$ cat src/rtl/mem_arbiter_2p.sv
// rtl/mem_arbiter_2p.sv - two-port round-robin arbiter onto one valid/ready memory port
// Serialises whole transactions, alternates on contention, aborts hung ones via a watchdog.
module mem_arbiter_2p #(
  parameter int TIMEOUT = 255,
  parameter int CNT_W   = 8
) (
  input  logic        clk,
  input  logic        reset,
  input  logic        m0_mem_valid,
  input  logic [31:0] m0_mem_addr,
  input  logic [3:0]  m0_mem_wstrb,
  input  logic [31:0] m0_mem_wdata,
  output logic        m0_mem_ready,
  output logic [31:0] m0_mem_rdata,
  input  logic        m1_mem_valid,
  input  logic [31:0] m1_mem_addr,
  input  logic [3:0]  m1_mem_wstrb,
  input  logic [31:0] m1_mem_wdata,
  output logic        m1_mem_ready,
  output logic [31:0] m1_mem_rdata,
  output logic        s_mem_valid,
  output logic [31:0] s_mem_addr,
  output logic [3:0]  s_mem_wstrb,
  output logic [31:0] s_mem_wdata,
  input  logic        s_mem_ready,
  input  logic [31:0] s_mem_rdata,
  output logic        busy,
  output logic        grant_id,
  output logic        err_timeout
);

  typedef enum logic {IDLE, BUSY} state_t;

  localparam logic [CNT_W-1:0] TIMEOUT_C = CNT_W'(TIMEOUT);
  localparam logic [CNT_W-1:0] CNT_MAX   = {CNT_W{1'b1}};

  state_t           state;
  state_t           state_next;
  logic             grant_q;
  logic             last_grant;
  logic [CNT_W-1:0] cnt;
  logic             err_q;
  logic             pick;
  logic             abort;
  logic             done;
  logic [31:0]      rdata_mux;

  // A ready arriving in the timeout cycle wins over the abort.
  assign abort = (state == BUSY) && (TIMEOUT != 0) && (cnt == TIMEOUT_C) && !s_mem_ready;
  assign done  = (state == BUSY) && (s_mem_ready || abort);
  assign pick  = (m0_mem_valid && m1_mem_valid) ? ~last_grant : m1_mem_valid;
  assign rdata_mux = abort ? 32'hDEAD_BEEF : s_mem_rdata;

  always_ff @(posedge clk) begin
    if (reset) begin
      state <= IDLE;
    end else begin
      state <= state_next;
    end
  end

  always_comb begin
    state_next = state;
    case (state)
      IDLE:    if (m0_mem_valid || m1_mem_valid) state_next = BUSY;
      BUSY:    if (done) state_next = IDLE;
      default: state_next = IDLE;
    endcase
  end

  always_ff @(posedge clk) begin
    if (reset) begin
      grant_q    <= 1'b0;
      last_grant <= 1'b1;
      cnt        <= '0;
      err_q      <= 1'b0;
    end else if (state == IDLE) begin
      if (m0_mem_valid || m1_mem_valid) begin
        grant_q <= pick;
        cnt     <= '0;
      end
    end else begin
      if (done) last_grant <= grant_q;
      if (abort) err_q <= 1'b1;
      if (!s_mem_ready && cnt != CNT_MAX) cnt <= cnt + 1'b1;
    end
  end

  always_comb begin
    s_mem_valid  = 1'b0;
    s_mem_addr   = '0;
    s_mem_wstrb  = '0;
    s_mem_wdata  = '0;
    m0_mem_ready = 1'b0;
    m0_mem_rdata = '0;
    m1_mem_ready = 1'b0;
    m1_mem_rdata = '0;
    if (state == BUSY) begin
      s_mem_valid = !abort;
      s_mem_addr  = grant_q ? m1_mem_addr  : m0_mem_addr;
      s_mem_wstrb = grant_q ? m1_mem_wstrb : m0_mem_wstrb;
      s_mem_wdata = grant_q ? m1_mem_wdata : m0_mem_wdata;
      if (grant_q) begin
        m1_mem_ready = done;
        m1_mem_rdata = done ? rdata_mux : 32'h0;
      end else begin
        m0_mem_ready = done;
        m0_mem_rdata = done ? rdata_mux : 32'h0;
      end
    end
  end

  assign busy        = (state == BUSY);
  assign grant_id    = grant_q;
  assign err_timeout = err_q;

endmodule

$ cat config.mk
export PLATFORM = sky130hd
export DESIGN_NAME = mem_arbiter_2p
export DESIGN_NICKNAME = d
export VERILOG_FILES = /design/src/rtl/mem_arbiter_2p.sv
export SDC_FILE = /design/constraint.sdc
export NUM_CORES = 1
export LEC_CHECK = 0
export CAP_MARGIN = 15
export CORE_AREA = 2 2 120 122
export CTS_CLUSTER_SIZE = 8
export DETAILED_ROUTE_END_ITERATION = 12
export DIE_AREA = 0 0 122 124
export DONT_BUFFER_PORTS = 1
export GPL_TIMING_DRIVEN = 0
export HOLD_SLACK_MARGIN = 0.02
export PLACE_DENSITY = 0.3
export SLEW_MARGIN = 40
export SYNTH_ARGS = -nofsm -noshare
export SYNTH_HDL_FRONTEND = slang
export SYNTH_SLANG_ARGS = --single-unit
$ cat constraint.sdc
create_clock -name clk -period 2.05 [get_ports clk]
set_input_delay 0.3075 -clock clk [delete_from_list [all_inputs] [get_ports clk]]
set_output_delay 0.3075 -clock clk [all_outputs]
set_load 0.02 [all_outputs]
# Word-level counts from Yosys, hierarchy flattened
# Cells that the tools add are included.
# totals
out_inout_bits	138
regBits	12
wordCells	49
inputBits	173
# op_classes
n_eq_ne	3
reduce_logical	14
muxes	24
n_bitwise	2
add_sub_neg	1
# ops
cell	count
2-to-1 mux 32 bit	10
2-to-1 mux 8 bit	3
adder 8 x 1 -> 8 bit, second input constant	1
== test 8 bit, second input constant	1
2-to-1 mux 1 bit	8
2-to-1 mux 4 bit	2
inequality test 8 bit, second input constant	1
AND reduction 2 bit	4
logical AND 1 bit	5
logical NOT 1 bit	2
logical OR 1 bit	2
inequality test 2 x 1 -> 1 bit, second input constant	1
NOT 1 bit	2
one-hot mux 1 bit (2 select lines)	1
nonzero test 2 bit	1

# Logic depth before layout (Yosys ltp)
# Gate-level depths: netlist of run 1.
# depth
ltp_word	8
ltp_mapped	7
mapped_depth_nobuf	5

# Least setup slack after synthesis of run 1
# No wires, ideal clock.
# synth_path
path_type	flip-flop to output port
from	register cnt[0]
to	output m1_mem_rdata[17]
slack_ps	84
stages_incl_launch_ff	8
arrival_time_ps	1659
required_time_ps	1742
path_cell_list	dfxtp_1 -> ha_1 -> and3_1 -> a21oi_4 -> and3b_1 -> buf_6 -> buf_6 -> and3_1
# synth_between
elab_chain_cells	8
word_cells_on_any_way	9
cone_classes	eq/ne: 1; mux: 4; reduce/logical: 4
# synth_rtl
element	line_no	rtl
start, declared	41	logic [CNT_W-1:0] cnt;
start signal, assigned	85	if (!s_mem_ready && cnt != CNT_MAX) cnt <= cnt + 1'b1;
== test 8 bit (*)	49	assign abort = (state == BUSY) && (TIMEOUT != 0) && (cnt == TIMEOUT_C) && !s_mem_ready;
logical AND 1 bit (*) (2 in a row)	49	
logical OR 1 bit	50	assign done = (state == BUSY) && (s_mem_ready || abort);
logical AND 1 bit	50	
2-to-1 mux 32 bit (*)	105	m1_mem_rdata = done ? rdata_mux : 32'h0;
2-to-1 mux 32 bit (*)	103	if (grant_q) begin
2-to-1 mux 32 bit (*)	98	if (state == BUSY) begin
end, declared	20	output logic [31:0] m1_mem_rdata,
# Every way passes the cells marked *; elsewhere a longest branch is shown, timed or not.

# Worst setup path in the final report of run 1
# layout_path
from	register cnt[1]
to	output m1_mem_rdata[29]
# Same word-level chain as after synthesis.

==> metrics, run 1 <==
most frequent standard cell in the layout excluding fill and tap cells sky130_fd_sc_hd__mux2i_1; Hold Crit Class primary input to flop; post-synth design cell area 2390 um2; Int Pwr 789 uW; floorplan die height 124 um; starting DRC count in detailed routing 77; CP Data Arrival Time 1.79 ns; post-detailed-routing wire length 11500 um; flip-flop and latch area 265 um2; count of yosys warnings during synthesis 0; combinational share of power 55.3%; core outline area 13700 um2; violated checks negative setup slack; via count of the first global-routing pass 2387; #FFs+latches synth 12; mean routed wirelength per cell 22.7 um; Net Sw Frac 41.1%; TritonCTS Buffers 3; count of max-cap constraint violations 0; part of the power in the clock network 26.5%; number of rows created at floorplan 43; final critical delay including setup and external delays 2.10 ns; Highest Clock Rate 476 MHz; number of enable-type register cells in the synthesized netlist 0; peak fanout along the critical path 9; number of distinct library cell variants in the gate-level netlist after synthesis 34; critical path endpoint category output pin; setup repair after global routing missed its margin true; clock skew after layout 0.000970 ns; total power density per cell area 356 nW/um2; HPWL after DPL 9370 um; total global routing overflow 0; Sequential Power Share 18.2%; global-route wire length before repair 14500 um; P_leak 1.27 nW; final weighted congestion of routability-driven global placement 0.805; actual transition at the worst max-transition pin 0.489 ns; power dissipated by switching net loads 550 uW; Data required, critical path 1.74 ns; total of hold buffers inserted after clock tree synthesis 0; largest net degree at the start of global routing 11; final-stage net count 503; starting utilization of the core area 17.4%; share of layout cells above drive strength 1 61.2%; most frequently used flop master after synthesis sky130_fd_sc_hd__dfxtp_1; number of pins with negative max-slew slack in the final report 0; final cycle utilization of the critical path 103%; fraction of the core area covered by cells at the end of the flow 27.4%; element type at the critical path start flop; H-tree levels 1; 1st-pass router iterations 4; peak supply drop 320 uV; count of final setup violators 23; Total Negative Setup Slacks -0.479 ns; total number of vias 2478; mean post-synth cell area 7.80 um2; Clock Sink Count 12; Die Footprint 15100 um2; insertion delay of the later-clocked pin in the worst-skew pair 0.24 ns; Vias per Instance 4.89; number of antenna violations at the first check in global routing 0; overall global routing resource usage 12.8%; remaining number of nets flagged by the antenna check after routing 0; number of remaining DRC errors 0; Top Ports 311; area of all placed cells without fillers 3760 um2; combined area of the multi-input logic cells 2650 um2; Placed Instance Area 2610 um2; startpoint-to-endpoint class of the critical path flop to output pin; number of fill cells 1439; Post-Syn Nets 480; clock slew at the register clock pins of the worst setup and hold paths 0.04 ns; antenna diode instance count 0; tightest slew margin relative to the limit 67.2%; hold slack 0.242 ns; run status complete, but fails checks; number of cells produced by synthesis 306; CTS tree yes; Root Buffer Master sky130_fd_sc_hd__clkbuf_16; minimum setup slack in the final design -0.0520 ns; Die Width 122 um; number of hold-slack violations in the final timing report 0; length in cells of the worst reg-to-reg path 7; worst hold path cell count 2; commonest cells after routing, fill and taps aside 60 x sky130_fd_sc_hd__mux2i_1, 53 x sky130_fd_sc_hd__nor2b_2, 48 x sky130_fd_sc_hd__o21a_4, 15 x sky130_fd_sc_hd__and3_4, 13 x sky130_fd_sc_hd__buf_4; number of buffers on the longest clock path 2; async set-reset flop share out of synthesis 0%; Seq/Total Area, Yosys 10.1%; number of buffers inserted by port buffering 0; Layout Area Growth over Synthesis 57.5%
timing repair:
action / CTS / global route
pin swaps: 10 / 6
buffers inserted: 9 / 5
gates resized for setup: 250 / 29
gates cloned: 1 / 3
endpoints found under the setup margin: 135 / 95
metal layers:
layer  share of wire (%)  GRT usage (%)  vias to the layer above
met5                   0              0                        -
met4                 1.0           2.08                        0
met3                 8.7           2.20                        8
met2                  53           24.9                      188
met1                  37           14.7                     1151
li1                    -              -                     1131
worst max-delay path, stage by stage, from the launching register on:
cell and delay, ns:
sky130_fd_sc_hd__dfxtp_4 0.35, sky130_fd_sc_hd__ha_4 0.17, sky130_fd_sc_hd__and3_4 0.19, sky130_fd_sc_hd__a21oi_4 0.16, sky130_fd_sc_hd__and3b_1 0.20, sky130_fd_sc_hd__buf_6 0.15, sky130_fd_sc_hd__buf_8 0.13, sky130_fd_sc_hd__and3_4 0.20
metrics by stage:
stage | worst slack, ns | power [mW] | cells
floorplan | 0.0836 | 0.736 | 306
global placement | -0.469 | 0.840 | 486
detailed placement | -0.471 | 0.840 | 486
CTS | -0.0787 | 1.34 | 499
global route | -0.106 | 1.41 | 507
finish | -0.0520 | 1.34 | 507
worst paths after layout:
check / from / to / slack [ns]
max: cnt[1] / m1_mem_rdata[29] / -0.05
min reg2reg: cnt[5] / cnt[5] / 0.47
max reg2reg: cnt[1] / last_grant / 0.32
min: m1_mem_valid / grant_id / 0.24
synthesized netlist by cell type (2+ instances only):
| cell | count | share of area, % |
|---|---|---|
| sky130_fd_sc_hd__o21a_1 | 48 | 15 |
| sky130_fd_sc_hd__buf_2 | 14 | 2.9 |
| sky130_fd_sc_hd__nor3_1 | 4 | 0.84 |
| sky130_fd_sc_hd__and3_1 | 17 | 4.5 |
| sky130_fd_sc_hd__nand3_1 | 9 | 1.9 |
| sky130_fd_sc_hd__buf_4 | 3 | 0.94 |
| sky130_fd_sc_hd__nand4_1 | 2 | 0.52 |
| sky130_fd_sc_hd__clkbuf_1 | 11 | 1.7 |
| sky130_fd_sc_hd__a21oi_1 | 4 | 0.84 |
| sky130_fd_sc_hd__mux2i_1 | 69 | 29 |
| sky130_fd_sc_hd__o21ai_0 | 6 | 1.3 |
| sky130_fd_sc_hd__and4_1 | 3 | 1.1 |
| sky130_fd_sc_hd__buf_6 | 5 | 2.4 |
| sky130_fd_sc_hd__inv_1 | 3 | 0.47 |
| sky130_fd_sc_hd__dfxtp_1 | 12 | 10 |
| sky130_fd_sc_hd__nor2_1 | 8 | 1.3 |
| sky130_fd_sc_hd__a211oi_1 | 2 | 0.63 |
| sky130_fd_sc_hd__nor2b_1 | 69 | 18 |
| sky130_fd_sc_hd__nand2_1 | 2 | 0.31 |
logic make-up (layout without fill, tap and decap cells):
group | after synthesis | in the layout | synth area share (%)
fa+ha+maj | 1 | 1 | 0.524
flops | 12 | 12 | 10.1
mux | 70 | 70 | 29.4
compound gates | 67 | 67 | 20.8
buf+inv | 36 | 57 | 8.44
simple gates | 120 | 120 | 30.8
layout make-up:
class | count | area share, %
buffer | 33 | 8.89
multi-input combinational | 258 | 70.4
sequential | 12 | 7.05
inverter | 3 | 0.300
clock buffer | 3 | 2.00
timing repair buffer | 18 | 5.39
tap | 180 | 5.99
registers in the layout, indices dropped and copies added, names as in the netlist:
signal / count
busy: 1
cnt: 8
err_timeout: 1
grant_id: 1
last_grant: 1
power groups by stage:
stage	Combinational, mW	Clock [mW]	Sequential (mW)
global placement	0.587	0	0.253
floorplan	0.485	0	0.251
finish	0.740	0.355	0.243
global route	0.781	0.386	0.244
CTS	0.721	0.373	0.247
detailed placement	0.587	0	0.253
No activity file was read; power rests on OpenSTA's default activity.
==> run 2, diff against run 1 <==
Settings changed: MAX_ROUTING_LAYER from default to met4.
==> run 2 against run 1 <==
Compared with the run above: the run still ends with negative setup slack left; utilization barely moved; global-route usage rose by 0.38 points; first-iteration DRC count shrank 6.5%; sequential cell count did not move; highest routed layer unchanged; critical path depth did not move; sequential power about the same.
==> metrics, run 2 (same netlist as run 1, synthesis figures left out) <==
run status complete, but fails checks; violated checks negative setup slack; number of buffers inserted by port buffering 0; Total Negative Setup Slacks -0.479 ns; Int Pwr 790 uW; hold slack 0.242 ns; actual transition at the worst max-transition pin 0.489 ns; final weighted congestion of routability-driven global placement 0.817; Sequential Power Share 18.1%; power dissipated by switching net loads 551 uW; placed cell count 486; total of hold buffers inserted after clock tree synthesis 0; antenna diode instance count 0; fraction of the core area covered by cells at the end of the flow 27.4%; largest net degree at the start of global routing 11; Layout Area Growth over Synthesis 57.3%; peak fanout along the critical path 9; TritonCTS Buffers 3; starting DRC count in detailed routing 72; count of final setup violators 21; peak supply drop 320 uV; total global routing overflow 0; HPWL after DPL 9370 um; number of remaining DRC errors 0; Die Footprint 15100 um2; element type at the critical path start flop; P_leak 1.27 nW; clock slew at the register clock pins of the worst setup and hold paths 0.04 ns; commonest cells after routing, fill and taps aside 60 x sky130_fd_sc_hd__mux2i_1, 53 x sky130_fd_sc_hd__nor2b_2, 48 x sky130_fd_sc_hd__o21a_4, 15 x sky130_fd_sc_hd__and3_4; R2R setup slack 0.32 ns; Die Width 122 um; area of all placed cells without fillers 3760 um2; mean routed wirelength per cell 22.8 um; hold path start m1_mem_valid; critical path endpoint category output pin; number of hold-slack violations in the final timing report 0; post-route insts no fill 507; length in cells of the worst reg-to-reg path 7; startpoint-to-endpoint class of the critical path flop to output pin; CP Data Arrival Time 1.80 ns; total number of vias 2491; CTS tree yes; Top Ports 311; total power density per cell area 357 nW/um2; Net Sw Frac 41.1%; Highest Clock Rate 476 MHz; crit path launch cnt[1]; overall global routing resource usage 13.2%; Hold Crit Class primary input to flop; share of layout cells above drive strength 1 61.5%; via count of the first global-routing pass 2385; Reg2Reg Launch Point cnt[1]; H-tree levels 1; Clock Sink Count 12; core outline area 13700 um2; part of the power in the clock network 26.5%; register containing the most flip-flops in the final layout cnt; post-place setup slack -0.471 ns; insertion delay of the later-clocked pin in the worst-skew pair 0.24 ns; Vias per Instance 4.91; floorplan die height 124 um; most frequent standard cell in the layout excluding fill and tap cells sky130_fd_sc_hd__mux2i_1; combinational share of power 55.4%; count of max-cap constraint violations 0; Root Buffer Master sky130_fd_sc_hd__clkbuf_16; remaining number of nets flagged by the antenna check after routing 0; final cycle utilization of the critical path 103%; Total Power Consumption 1.34 mW; number of rows created at floorplan 43; Data required, critical path 1.74 ns; final critical delay including setup and external delays 2.10 ns; starting utilization of the core area 17.4%; number of fill cells 1435; global-route wire length before repair 14500 um; minimum setup slack in the final design -0.0527 ns; final-stage net count 503; 1st-pass router iterations 4; number of pins with negative max-slew slack in the final report 0; end point of the most critical hold path grant_id; clock skew after layout 0.000987 ns; setup repair after global routing missed its margin true; number of buffers on the longest clock path 2; max FFs per register 8; worst hold path cell count 2; post-detailed-routing wire length 11500 um; tightest slew margin relative to the limit 67.2%; number of antenna violations at the first check in global routing 0; worst reg2reg path endpoint last_grant; Placed Instance Area 2610 um2
==> run 2: repair_timing <==
action,4_1_cts,5_1_grt
endpoints found under the setup margin,135,95
buffers inserted,9,5
gates cloned,1,3
gates resized for setup,250,28
endpoints found under the hold margin,0,0
pin swaps,10,6
==> run 2: critical path: stages, from the launching register on <==
cell,delay [ns]
sky130_fd_sc_hd__dfxtp_4,0.35
sky130_fd_sc_hd__ha_4,0.17
sky130_fd_sc_hd__and3_4,0.19
sky130_fd_sc_hd__a21oi_4,0.16
sky130_fd_sc_hd__and3b_1,0.20
sky130_fd_sc_hd__buf_6,0.15
sky130_fd_sc_hd__buf_8,0.13
sky130_fd_sc_hd__and3_4,0.20
==> run 2: final cells by class <==
type | count | area [um2] | share of cell area (%)
multi-input combinational | 258 | 2650 | 70.7
buffer | 33 | 323 | 8.59
sequential | 12 | 265 | 7.06
tap | 180 | 225 | 6.00
timing repair buffer | 18 | 203 | 5.40
clock buffer | 3 | 75.1 | 2.00
inverter | 3 | 11.3 | 0.300
==> run 2: how the worst max path moves through the flow <==
stage / endpoint / slack, ns / depth (start not counted)
global placement: m1_mem_rdata[19] / -0.47 / 6
detailed placement: m1_mem_rdata[18] / -0.47 / 6
global route: m1_mem_rdata[29] / -0.11 / 7
floorplan: m1_mem_rdata[17] / 0.08 / 7
finish: m1_mem_rdata[29] / -0.05 / 7
CTS: m1_mem_rdata[29] / -0.08 / 7
==> run 2: per-layer routing <==
metal  part of all wire [%]  up-vias  global-route usage [%]
li1                       -     1131                       -
met1                     38     1168                    14.9
met2                     53      186                    25.0
met3                    7.8        6                    1.97
met4                   0.88        0                    1.87
met5                      0        -                       -
==> run 2: power groups by stage <==
stage               combinational [mW]  sequential [mW]  clock, mW
floorplan                        0.485            0.251          0
global placement                 0.587            0.253          0
detailed placement               0.587            0.253          0
CTS                              0.721            0.247      0.373
global route                     0.784            0.244      0.386
finish                           0.743            0.243      0.355
==> run 3, diff against run 2 <==
Settings changed: HOLD_SLACK_MARGIN 0.02 to 0.12, SKIP_CTS_REPAIR_TIMING from default to 1.
==> run 3 against run 2 <==
Compared with the run above: the run still ends with negative setup slack left; largest power group unchanged; power down 0.61%; clock skew increased by 0.0012 ns; worst hold slack gained 0.00061 ns; critical path type unchanged; sequential power barely moved; critical endpoint is now m0_mem_rdata[17]; sequential share of layout area about the same; sequential cell count unchanged; clock-buffer cell count unchanged.
==> metrics, run 3 (same netlist as run 1, synthesis figures left out) <==
run status complete, but fails checks; violated checks negative setup slack; crit path launch cnt[1]; register containing the most flip-flops in the final layout cnt; overall global routing resource usage 12.4%; largest net degree at the start of global routing 11; setup repair after global routing missed its margin true; Die Width 122 um; post-route insts no fill 501; CP Data Arrival Time 1.78 ns; number of fill cells 1454; tightest slew margin relative to the limit 67.1%; R2R setup slack 0.31 ns; Layout Area Growth over Synthesis 52.4%; Hold Crit Class primary input to flop; fraction of the core area covered by cells at the end of the flow 26.5%; hold path start m1_mem_valid; minimum setup slack in the final design -0.0370 ns; length in cells of the worst reg-to-reg path 7; Total Negative Setup Slacks -0.949 ns; element type at the critical path start flop; max FFs per register 8; Root Buffer Master sky130_fd_sc_hd__clkbuf_16; HPWL after DPL 9370 um; count of max-cap constraint violations 0; startpoint-to-endpoint class of the critical path flop to output pin; number of pins with negative max-slew slack in the final report 0; post-place setup slack -0.471 ns; total global routing overflow 0; peak supply drop 321 uV; placed cell count 486; number of buffers inserted by port buffering 0; cell repeated most along the worst path sky130_fd_sc_hd__and3_4; number of antenna violations at the first check in global routing 0; peak fanout along the critical path 10; worst reg2reg path endpoint last_grant; remaining number of nets flagged by the antenna check after routing 0; Data required, critical path 1.74 ns; clock slew at the register clock pins of the worst setup and hold paths 0.05 ns; insertion delay of the later-clocked pin in the worst-skew pair 0.24 ns; Critical path destination m0_mem_rdata[17]; actual transition at the worst max-transition pin 0.493 ns; Clock Sink Count 12; commonest cells after routing, fill and taps aside 62 x sky130_fd_sc_hd__mux2i_1, 49 x sky130_fd_sc_hd__nor2b_2, 42 x sky130_fd_sc_hd__o21a_4; core outline area 13700 um2; via count of the first global-routing pass 2171; Die Footprint 15100 um2; series of cell instances along the critical path ha_4 > and3_4 > a21oi_4 > nor3b_4 > buf_6 > buf_12 > and3_4; global-route wire length before repair 13400 um; Vias per Instance 4.86; share of layout cells above drive strength 1 60.7%; total power density per cell area 366 nW/um2; mean routed wirelength per cell 22.7 um; number of remaining DRC errors 0; clock skew after layout 0.00221 ns; most frequent standard cell in the layout excluding fill and tap cells sky130_fd_sc_hd__mux2i_1; final critical delay including setup and external delays 2.09 ns; antenna diode instance count 0; count of final setup violators 41; Reg2Reg Launch Point cnt[1]; total number of vias 2437; starting DRC count in detailed routing 72; CTS tree yes; number of rows created at floorplan 43; final-stage net count 497; critical path endpoint category output pin; number of hold-slack violations in the final timing report 0; crit-path max cell delay 0.36 ns; slowest library cell on the worst path sky130_fd_sc_hd__dfxtp_4; H-tree levels 1; TritonCTS Buffers 3; Highest Clock Rate 479 MHz; starting utilization of the core area 17.4%; floorplan die height 124 um; 1st-pass router iterations 4; post-detailed-routing wire length 11400 um; final weighted congestion of routability-driven global placement 0.817; number of buffers on the longest clock path 2; P_leak 1.23 nW; final cycle utilization of the critical path 102%; Top Ports 311
run 3: changes by cell type in the layout (fill, tap and decap cells not counted), moves of 3 or more:
| cell | before | now |
|---|---|---|
| sky130_fd_sc_hd__o21a_2 | 0 | 6 |
| sky130_fd_sc_hd__nor2b_4 | 9 | 13 |
| sky130_fd_sc_hd__dfxtp_2 | 2 | 5 |
| sky130_fd_sc_hd__buf_4 | 13 | 8 |
| sky130_fd_sc_hd__nor2b_2 | 53 | 49 |
| sky130_fd_sc_hd__o21a_4 | 48 | 42 |
| sky130_fd_sc_hd__dfxtp_4 | 6 | 3 |
run 3: metrics by stage:
step                hold slack [ns]  power, mW  cell area (um2)
floorplan                     0.435      0.736             2390
global placement              0.456      0.840             2610
detailed placement            0.471      0.840             2610
CTS                           0.254       1.21             2690
global route                  0.251       1.40             3640
finish                        0.243       1.33             3640
run 3: how the worst min path moves through the flow:
stage / endpoint / slack, ns / cells past startpoint
floorplan: last_grant / 0.44 / 1
global placement: last_grant / 0.46 / 1
detailed placement: last_grant / 0.47 / 1
CTS: grant_id / 0.25 / 2
global route: grant_id / 0.25 / 2
finish: grant_id / 0.24 / 2
run 3: critical path, delay by kind of cell (launching register included):
family	cells	cell delay, ns
adders and majority gates	1	0.15
and+or+nand+nor	3	0.63
DFF	1	0.36
AOI/OAI and AO/OA	1	0.07
buffers and inverters	2	0.32
run 3: power by group:
part / internal, mW / switching, mW / total [mW]
Clock: 0.254 / 0.103 / 0.358
Combinational: 0.289 / 0.440 / 0.729
Sequential: 0.238 / 0.00873 / 0.246
run 3: cell type report:
type / instances / area [um2] / area share [%]
plain buffers: 33 / 320 / 8.81
clock buffers: 3 / 75.1 / 2.06
inverters: 3 / 11.3 / 0.310
multi-input cells: 258 / 2620 / 72.0
flip-flops and latches: 12 / 258 / 7.09
well taps: 180 / 225 / 6.19
repair buffers: 12 / 128 / 3.51
run 3: per-layer routing:
metal  vias to the layer above  part of all wire (%)  GRT usage [%]
li1                       1118                     -              -
met1                      1132                    39           14.5
met2                       181                    53           22.9
met3                         6                   7.8           1.60
met4                         0                  0.90           1.87
met5                         -                     0              -
